<file path="config.mk">
export PLATFORM = sky130hd
export DESIGN_NAME = hs_ram_arbiter
export DESIGN_NICKNAME = d
export VERILOG_FILES = /design/src/rtl/mario_pkg.sv /design/src/rtl/pause_dim_timer.sv /design/src/rtl/hs_ram_arbiter.sv
export SDC_FILE = /design/constraint.sdc
export NUM_CORES = 1
export LEC_CHECK = 0
export BUFFER_PORTS_ARGS = -buffer_cell sky130_fd_sc_hd__buf_2
export CORE_ASPECT_RATIO = 1.4
export CORE_MARGIN = 4
export CORE_UTILIZATION = 45
export CTS_CLUSTER_SIZE = 20
export DETAILED_ROUTE_END_ITERATION = 8
export PLACE_DENSITY = 0.78
export SETUP_SLACK_MARGIN = 0.3
export SYNTH_ARGS = -nofsm -noshare
export SYNTH_HDL_FRONTEND = slang
export SYNTH_HIERARCHICAL = 1
export SYNTH_SLANG_ARGS = --single-unit
</file>
<file path="constraint.sdc">
create_clock -name I_CLK_48M -period 2.56 [get_ports I_CLK_48M]
set_input_delay 0.512 -clock I_CLK_48M [delete_from_list [all_inputs] [get_ports I_CLK_48M]]
set_output_delay 0.512 -clock I_CLK_48M [all_outputs]
set_load 0.01 [all_outputs]
</file>
<file path="src/rtl/mario_pkg.sv">
// Shared types and constants for the mario core's work-RAM sharing logic.
package mario_pkg;

    typedef enum logic [2:0] {
        IDLE    = 3'd0,
        STALL   = 3'd1,
        GRANT   = 3'd2,
        DRAIN   = 3'd3,
        ABORT   = 3'd4,
        WAITLOW = 3'd5
    } hs_arb_state_t;

    // 10 s of continuous pause at 48 MHz
    localparam int DIM_CYCLES_48M = 480_000_000;

    localparam int HS_RAM_AW = 11;
    localparam int HS_RAM_DW = 8;

    // States in which the arbiter itself holds the CPU stalled
    function automatic logic arb_holds_cpu(input hs_arb_state_t s);
        return (s == STALL) || (s == GRANT) || (s == DRAIN);
    endfunction

endpackage

</file>
<file path="src/rtl/pause_dim_timer.sv">
// Saturating pause-duration counter: counts while paused, clears as soon as
// the pause ends, and raises o_dim once DIM_CYCLES paused cycles have elapsed.
module pause_dim_timer
    import mario_pkg::*;
#(
    parameter int DIM_CYCLES = DIM_CYCLES_48M
) (
    input  logic clk,
    input  logic rst_n,
    input  logic i_paused,
    output logic o_dim
);

    localparam int CW = $clog2(DIM_CYCLES + 1);
    localparam logic [CW-1:0] DIM_LIMIT = CW'(DIM_CYCLES);

    logic [CW-1:0] cnt_d, cnt_q;

    always_comb begin
        cnt_d = '0;
        if (i_paused) begin
            cnt_d = (cnt_q == DIM_LIMIT) ? cnt_q : cnt_q + 1'b1;
        end
    end

    always_ff @(posedge clk or negedge rst_n) begin
        if (!rst_n) begin
            cnt_q <= '0;
        end else begin
            cnt_q <= cnt_d;
        end
    end

    assign o_dim = (cnt_q >= DIM_LIMIT);

endmodule

</file>
<file path="src/rtl/hs_ram_arbiter.sv">
// Work-RAM arbiter between the game CPU and the hiscore engine: stalls the CPU,
// hands the RAM to the hiscore engine, then returns it; also drives video dim.
module hs_ram_arbiter
    import mario_pkg::*;
#(
    parameter int AW          = HS_RAM_AW,
    parameter int DIM_CYCLES  = DIM_CYCLES_48M,
    parameter int ACK_TIMEOUT = 4096
) (
    input  logic                 I_CLK_48M,
    input  logic                 I_RESETn,
    input  logic                 I_USER_PAUSE,
    input  logic                 I_OSD_PAUSE,
    input  logic                 I_HS_REQ,
    input  logic [AW-1:0]        I_HS_ADDR,
    input  logic [HS_RAM_DW-1:0] I_HS_DIN,
    input  logic                 I_HS_WE,
    input  logic                 I_HS_RD,
    output logic                 O_HS_GNT,
    output logic [HS_RAM_DW-1:0] O_HS_DOUT,
    output logic                 O_HS_RVALID,
    output logic                 O_HS_ABORT,
    input  logic [AW-1:0]        I_CPU_ADDR,
    input  logic [HS_RAM_DW-1:0] I_CPU_DIN,
    input  logic                 I_CPU_WE,
    output logic                 O_CPU_PAUSE,
    input  logic                 I_CPU_PAUSED,
    output logic [AW-1:0]        O_RAM_ADDR,
    output logic [HS_RAM_DW-1:0] O_RAM_DOUT,
    output logic                 O_RAM_WE,
    input  logic [HS_RAM_DW-1:0] I_RAM_DIN,
    output logic                 O_DIM
);

    localparam int TW = (ACK_TIMEOUT > 2) ? $clog2(ACK_TIMEOUT) : 1;
    localparam logic [TW-1:0] ACK_LAST = TW'(ACK_TIMEOUT - 1);

    hs_arb_state_t         state_d, state_q;
    logic [TW-1:0]         tmo_d, tmo_q;
    logic                  pause_d, pause_q;
    logic                  rd_pend_d, rd_pend_q;
    logic [HS_RAM_DW-1:0]  dout_d, dout_q;
    logic                  gnt;

    assign gnt = (state_q == GRANT);

    always_comb begin
        state_d = state_q;
        tmo_d   = tmo_q;
        case (state_q)
            IDLE: begin
                if (I_HS_REQ) begin
                    state_d = STALL;
                    tmo_d   = '0;
                end
            end
            STALL: begin
                if (!I_HS_REQ) begin
                    state_d = IDLE;
                end else if (I_CPU_PAUSED) begin
                    state_d = GRANT;
                end else if (tmo_q == ACK_LAST) begin
                    state_d = ABORT;
                end else begin
                    tmo_d = tmo_q + 1'b1;
                end
            end
            // A dropped ack during GRANT is ignored: the grant is only released by the engine
            GRANT:   if (!I_HS_REQ) state_d = DRAIN;
            DRAIN:   state_d = IDLE;
            ABORT:   state_d = WAITLOW;
            WAITLOW: if (!I_HS_REQ) state_d = IDLE;
            default: state_d = IDLE;
        endcase
    end

    // Pause is computed from the next state so it rises together with STALL
    assign pause_d   = I_USER_PAUSE | I_OSD_PAUSE | arb_holds_cpu(state_d);
    assign rd_pend_d = gnt & I_HS_RD & ~I_HS_WE;
    assign dout_d    = rd_pend_q ? I_RAM_DIN : dout_q;

    always_ff @(posedge I_CLK_48M or negedge I_RESETn) begin
        if (!I_RESETn) begin
            state_q   <= IDLE;
            tmo_q     <= '0;
            pause_q   <= 1'b0;
            rd_pend_q <= 1'b0;
            dout_q    <= '0;
        end else begin
            state_q   <= state_d;
            tmo_q     <= tmo_d;
            pause_q   <= pause_d;
            rd_pend_q <= rd_pend_d;
            dout_q    <= dout_d;
        end
    end

    // RAM has one cycle of latency, so read data is forwarded in the valid cycle and held after
    assign O_HS_DOUT   = rd_pend_q ? I_RAM_DIN : dout_q;
    assign O_HS_RVALID = rd_pend_q;
    assign O_HS_GNT    = gnt;
    assign O_HS_ABORT  = (state_q == ABORT);
    assign O_CPU_PAUSE = pause_q;

    assign O_RAM_ADDR = gnt ? I_HS_ADDR : I_CPU_ADDR;
    assign O_RAM_DOUT = gnt ? I_HS_DIN  : I_CPU_DIN;
    assign O_RAM_WE   = gnt ? I_HS_WE   : I_CPU_WE;

    pause_dim_timer #(
        .DIM_CYCLES (DIM_CYCLES)
    ) u_dim_timer (
        .clk      (I_CLK_48M),
        .rst_n    (I_RESETn),
        .i_paused (pause_q),
        .o_dim    (O_DIM)
    );

endmodule

</file>
Word-level counts from Yosys, hierarchy flattened --
Index checks and enable logic that the tools add are counted.
Operators by class: bitwise logic cells 5, magnitude comparators 1, mux-type cells 18, reduce and logical (&&, ||, !) cells 5, $add $sub $neg 2, equality and inequality tests 14
Operators with widths (count):
- 2-to-1 mux 29 bit | 2
- 2-to-1 mux 12 bit | 4
- adder 29 x 1 -> 29 bit (second input constant) | 1
- equality test 29 bit (second input constant) | 1
- >= comparator 29 bit (second input constant) | 1
- one-hot mux 12 bit (2 select lines) | 1
- 2-to-1 mux 3 bit | 6
- 2-to-1 mux 8 bit | 2
- one-hot mux 3 bit (5 select lines) | 1
- adder 12 x 1 -> 12 bit (second input constant) | 1
- equality test 12 bit (second input constant) | 1
- 2-to-1 mux 11 bit | 1
- != test 2 bit (second input constant) | 5
- equality test 3 x 2 -> 1 bit (second input constant) | 3
- equality test 3 x 1 -> 1 bit (second input constant) | 2
- equality test 3 bit (second input constant) | 2
- AND reduction 5 bit | 1
- zero test 3 bit | 1
- bitwise AND 1 bit | 2
- logical OR 1 bit | 2
- bitwise OR 1 bit | 2
- nonzero test 2 bit | 1
- 2-to-1 mux 1 bit | 1
- inverter 1 bit | 1
Storage, ports and cells: input bits 55, bits in registers 54

Longest topological paths before layout --
depth in word-level cells 9, mapped depth 6, depth with buffers taken out 6

Cells and area by module --
The synthesis kept the hierarchy.
By module, submodules not included:
- pause_dim_timer | cells each 177, instances 1, area an instance 1611.5 um^2
- hs_ram_arbiter | cells each 144, instances 1, area an instance 1555.2 um^2

Least setup slack after synthesis --
No wires, ideal clock.
kind register to register, start point register u_dim_timer.cnt_q[1], end point register u_dim_timer.cnt_q[24], cell stages (with the launch flop) 7, required time 2.481 ns, setup slack 0.536 ns, data arrival time 1.945 ns, cells stage by stage dfrtp_1 > ha_1 > nand3_1 > or4_1 > clkbuf_2 > or4_1 > a21oi_1
Between the ends: cells in the longest elaborated chain, start to end 3, elaborated cells between the ends (all ways) 5
RTL lines:
- start: declaration | line pause_dim_timer.sv:17 | logic [CW-1:0] cnt_d, cnt_q;
- start signal: assignment | line pause_dim_timer.sv:30 | cnt_q <= cnt_d;
- adder 29 x 1 -> 29 bit | line pause_dim_timer.sv:22 | cnt_d = (cnt_q == DIM_LIMIT) ? cnt_q : cnt_q + 1'b1;
- 2-to-1 mux 29 bit | line pause_dim_timer.sv:22
- 2-to-1 mux 29 bit | line pause_dim_timer.sv:21 | if (i_paused) begin
Parallel ways exist; a longest one is shown, timed or not. The select of a mux whose other input is x is not followed. A chain may end at the register's enable or synchronous reset.

Worst setup path after layout --
start point register state_q[0], end point output port O_RAM_ADDR[7]
Between the ends: cells in the longest elaborated chain, start to end 2
RTL lines:
- start: declaration | line hs_ram_arbiter.sv:38 | hs_arb_state_t state_d, state_q;
- start signal: assignment | line hs_ram_arbiter.sv:90 | state_q <= state_d;
- equality test 3 x 2 -> 1 bit | line hs_ram_arbiter.sv:45 | assign gnt = (state_q == GRANT);
- 2-to-1 mux 11 bit | line hs_ram_arbiter.sv:105 | assign O_RAM_ADDR = gnt ? I_HS_ADDR : I_CPU_ADDR;
- end: declaration | line hs_ram_arbiter.sv:28 | output logic [AW-1:0] O_RAM_ADDR,
Every way passes these cells.

==> metrics.md <==
| Metric | Value |
|---|---|
| Worst Setup Slack, final | `approximately 0.37 ns` |
| Startpoint Class | `flop` |
| Largest net degree at the start of global routing | `28` |
| Worst vdd ir | `0.0005055 V` |
| FP Rows | `35` |
| Slowest stage delay, CP | `approximately 0.42 ns` |
| TritonCTS buffer count | `5` |
| Int Pwr | `0.001718 W` |
| Root Buffer | `clkbuf_8` |
| Sequential Power Share | `0.420` |
| Seq/Total Area, Yosys | `0.4267` |
| Placed cell count | `roughly 490` |
| EDFF count, synth | `0` |
| Post-synth top flop | `dfrtp_1` |
| Yosys cell types | `50` |
| Total Wirelength | `7597 um` |
| DRT Pass-1 Iters | `4` |
| Diodes inserted | `0` |
| LEAKAGE | `between 1.5 and 2 nW` |
| Combinational power share | `0.389` |
| Final core occ | `0.5776` |
| Antenna Violating Nets Remaining | `0` |
| Net Switching | `0.0009489 W` |
| RSZ-0062 raised after global routing | `true` |
| Final setup skew | `around 0.007 ns` |
| Die X-Extent | `78.90 um` |
| Final setup viols | `0` |
| Ports | `88` |
| Outcome | `finished, final reports clean` |
| Final setup TNS | `0 ns` |
| Crit path capture type | `primary output` |
| Synth warnings | `6` |
| Area delta synth->final | `22.20%` |
| Mean Syn Cell Area | `a little under 10 um2` |
| CP Max Fanout | `6` |
| Final Hold Slack | `around 0.2 ns` |
| Global-route wire length before repair | `roughly 13000 um` |
| Fin crit share | `0.8562` |
| Critical path, cell by cell | `nand2b_4, nor2_4, buf_6, mux2_2, buf_2` |
| Fin cells | `roughly 500` |
| Wirelength per Cell | `about 15 um` |
| Hold/Removal Path Class | `input pin to asynchronous set/reset pin` |
| Share of cells above drive strength 1 | `0.3487` |
| Fin crit period | `between 2 and 2.5 ns` |
| GRT Overall Usage | `0.1920` |
| Mean number of vias per cell | `about 5.6` |
| Die area | `approximately 0.0085 mm2` |
| Critical path arrival | `1.68 ns` |
| Max Cap Violations | `0` |
| Grt total ovfl | `0` |
| Worst Reg-to-Reg Cells | `5` |
| Post-DP HPWL | `5779 um` |
| Hold Vio Cnt, Final | `0` |
| CTS Buffer Depth | `2` |
| CTS Hold Buffers Added | `0` |
| Vias in the first global route | `between 2000 and 3000` |
| DR DRC count | `0` |
| Place WS | `slightly above 0.3 ns` |
| Critical setup path kind | `flop to primary output` |
| Initial core utilization | `0.4726` |
| Mapped Area | `0.003167 mm2` |
| Core ar. | `between 0.006 and 0.007 mm2` |
| P per Cell Area | `between 600 and 700 mW/mm2` |
| Max-slew headroom at the worst pin | `0.5197` |
| Syn nets | `about 380` |
| CP required | `approximately 2.1 ns` |
| Via count | `2852` |
| H-tree Lvls | `2` |
| Cells after Synth | `321` |
| Count of final max-slew check failures | `0` |
| #FFs+latches synth | `between 50 and 60` |
| Async set-reset flop share out of synthesis | `1.000` |
| Routability-driven placement congestion ratio | `0.9001` |
| Sink Count | `54` |
| CTS tree | `built` |
| Clock Pin Slew Worst Setup and Hold Paths | `roughly 0.10 ns` |
| Die Y | `between 100 and 150 um` |
| Clk Latency, worst-skew pair | `between 0.3 and 0.4 ns` |
| Clock share of power | `0.191` |
| # fillers | `roughly 570` |
| Layout Nets | `470` |
| Slowest CP cell | `dfrtp_2` |
| Actual slew at the worst max-slew pin | `0.7111 ns` |
| Max Clk Rate | `0.4562 GHz` |
| Antenna violations before repair | `0` |
| Switching share of power | `0.3559` |
| Port bufs | `between 80 and 90` |
| 1st-iter DRT viols | `approximately 160` |
## layout by cell type (no fill, tap or decap), types with 10 or more instances in the layout
cell / instances
a21oi_1: 26
buf_2: 87
dfrtp_1: 52
inv_1: 11
mux2_2: 25
nand2_1: 25
nand3_1: 15
nor2_1: 14
o21ai_0: 13
o31ai_1: 10
or3_1: 10
or4_1: 11
## layout make-up
class                           count  area (um2)  area share
Multi-Input combinational cell    244        1750      0.4523
Sequential cell                    54        1354      0.3498
Timing Repair Buffer               95       506.7      0.1309
Tap cell                           92       115.1     0.02974
Clock buffer                        6       82.58     0.02134
Inverter                           12       45.04     0.01164
Clock inverter                      2       16.27    0.004203
## per-stage QoR
step | cell area [um2] | total power, W
3_5_place_dp | 3692 | 0.002085
5_1_grt | 3870 | 0.002848
3_3_place_gp | 3692 | 0.002047
2_1_floorplan | 3167 | 0.001753
6_report | 3870 | 0.002667
4_1_cts | 3841 | 0.002676
## logic make-up after synthesis
logic type               Yosys count  share of synthesized area
AND/OR/NAND/NOR                  135                     0.2631
AO/OA/AOI/OAI                     62                     0.1201
flip-flops                        54                     0.4267
multiplexers                      34                     0.1189
buffers and inverters             23                    0.03160
XOR/XNOR                          10                    0.02766
adder cells (fa/ha/maj)            3                    0.01185
## routing by layer
metal  part of all wire  vias up  GRT usage  wire, um
met2               0.55       98     0.3755      4179
li1                   -     1390          -         -
met4              0.018        0    0.07740       138
met1               0.38     1352     0.2035      2901
met5                  0        -          0         0
met3              0.050       12    0.02345       379
## worst paths after layout
check / from / to / slack [ns]
min: I_RESETn / u_dim_timer/cnt_q[18] / 0.20
min reg2reg: dout_q[2] / dout_q[2] / 0.50
max reg2reg: u_dim_timer/cnt_q[1] / u_dim_timer/cnt_q[24] / 0.39
max: state_q[0] / O_RAM_ADDR[7] / 0.37
min in group I_CLK_48M: I_HS_WE / O_HS_RVALID / 0.37
max in group asynchronous: I_RESETn / u_dim_timer/cnt_q[0] / 1.73
## registers in the layout, summed over array words and instances (netlist names)
register           cells
O_CPU_PAUSE            1
O_HS_RVALID            1
dout_q                 8
state_q                3
tmo_q                 12
u_dim_timer/cnt_q     29
## power groups by stage
stage / logic, W / registers (W) / clock network (W)
floorplan: 0.000664 / 0.00109 / 0
global placement: 0.000907 / 0.00114 / 0
detailed placement: 0.000932 / 0.00115 / 0
CTS: 0.00101 / 0.00113 / 0.000528
global route: 0.00114 / 0.00114 / 0.000559
finish: 0.00104 / 0.00112 / 0.000509
## critical path: cells and delay by family, from the launching register on
kind | cells | cell delay, ns
buffers and inverters | 2 | 0.30
multiplexers | 1 | 0.35
AND/OR/NAND/NOR | 2 | 0.30
flip-flops | 1 | 0.42
## cells in the mapped netlist, types with 8 or more instances
library cell,count,area share
dfrtp_1,54,0.43
a21oi_1,26,0.041
mux2_2,26,0.092
nand2_1,25,0.030
nand3_1,15,0.024
nor2_1,15,0.018
o21ai_0,13,0.021
or4_1,13,0.031
inv_1,11,0.013
o31ai_1,10,0.024
or3_1,10,0.020
nor3_1,8,0.013
## repair_timing
item / 4_1_cts / 5_1_grt
resized for setup: 10 / 5
pin swaps: 1 / 1
cloned: 2 / 0
endpoints found under the setup margin: 21 / 22
buffers inserted: 1 / 1
Note: power is estimated with default switching activity, not from simulation.
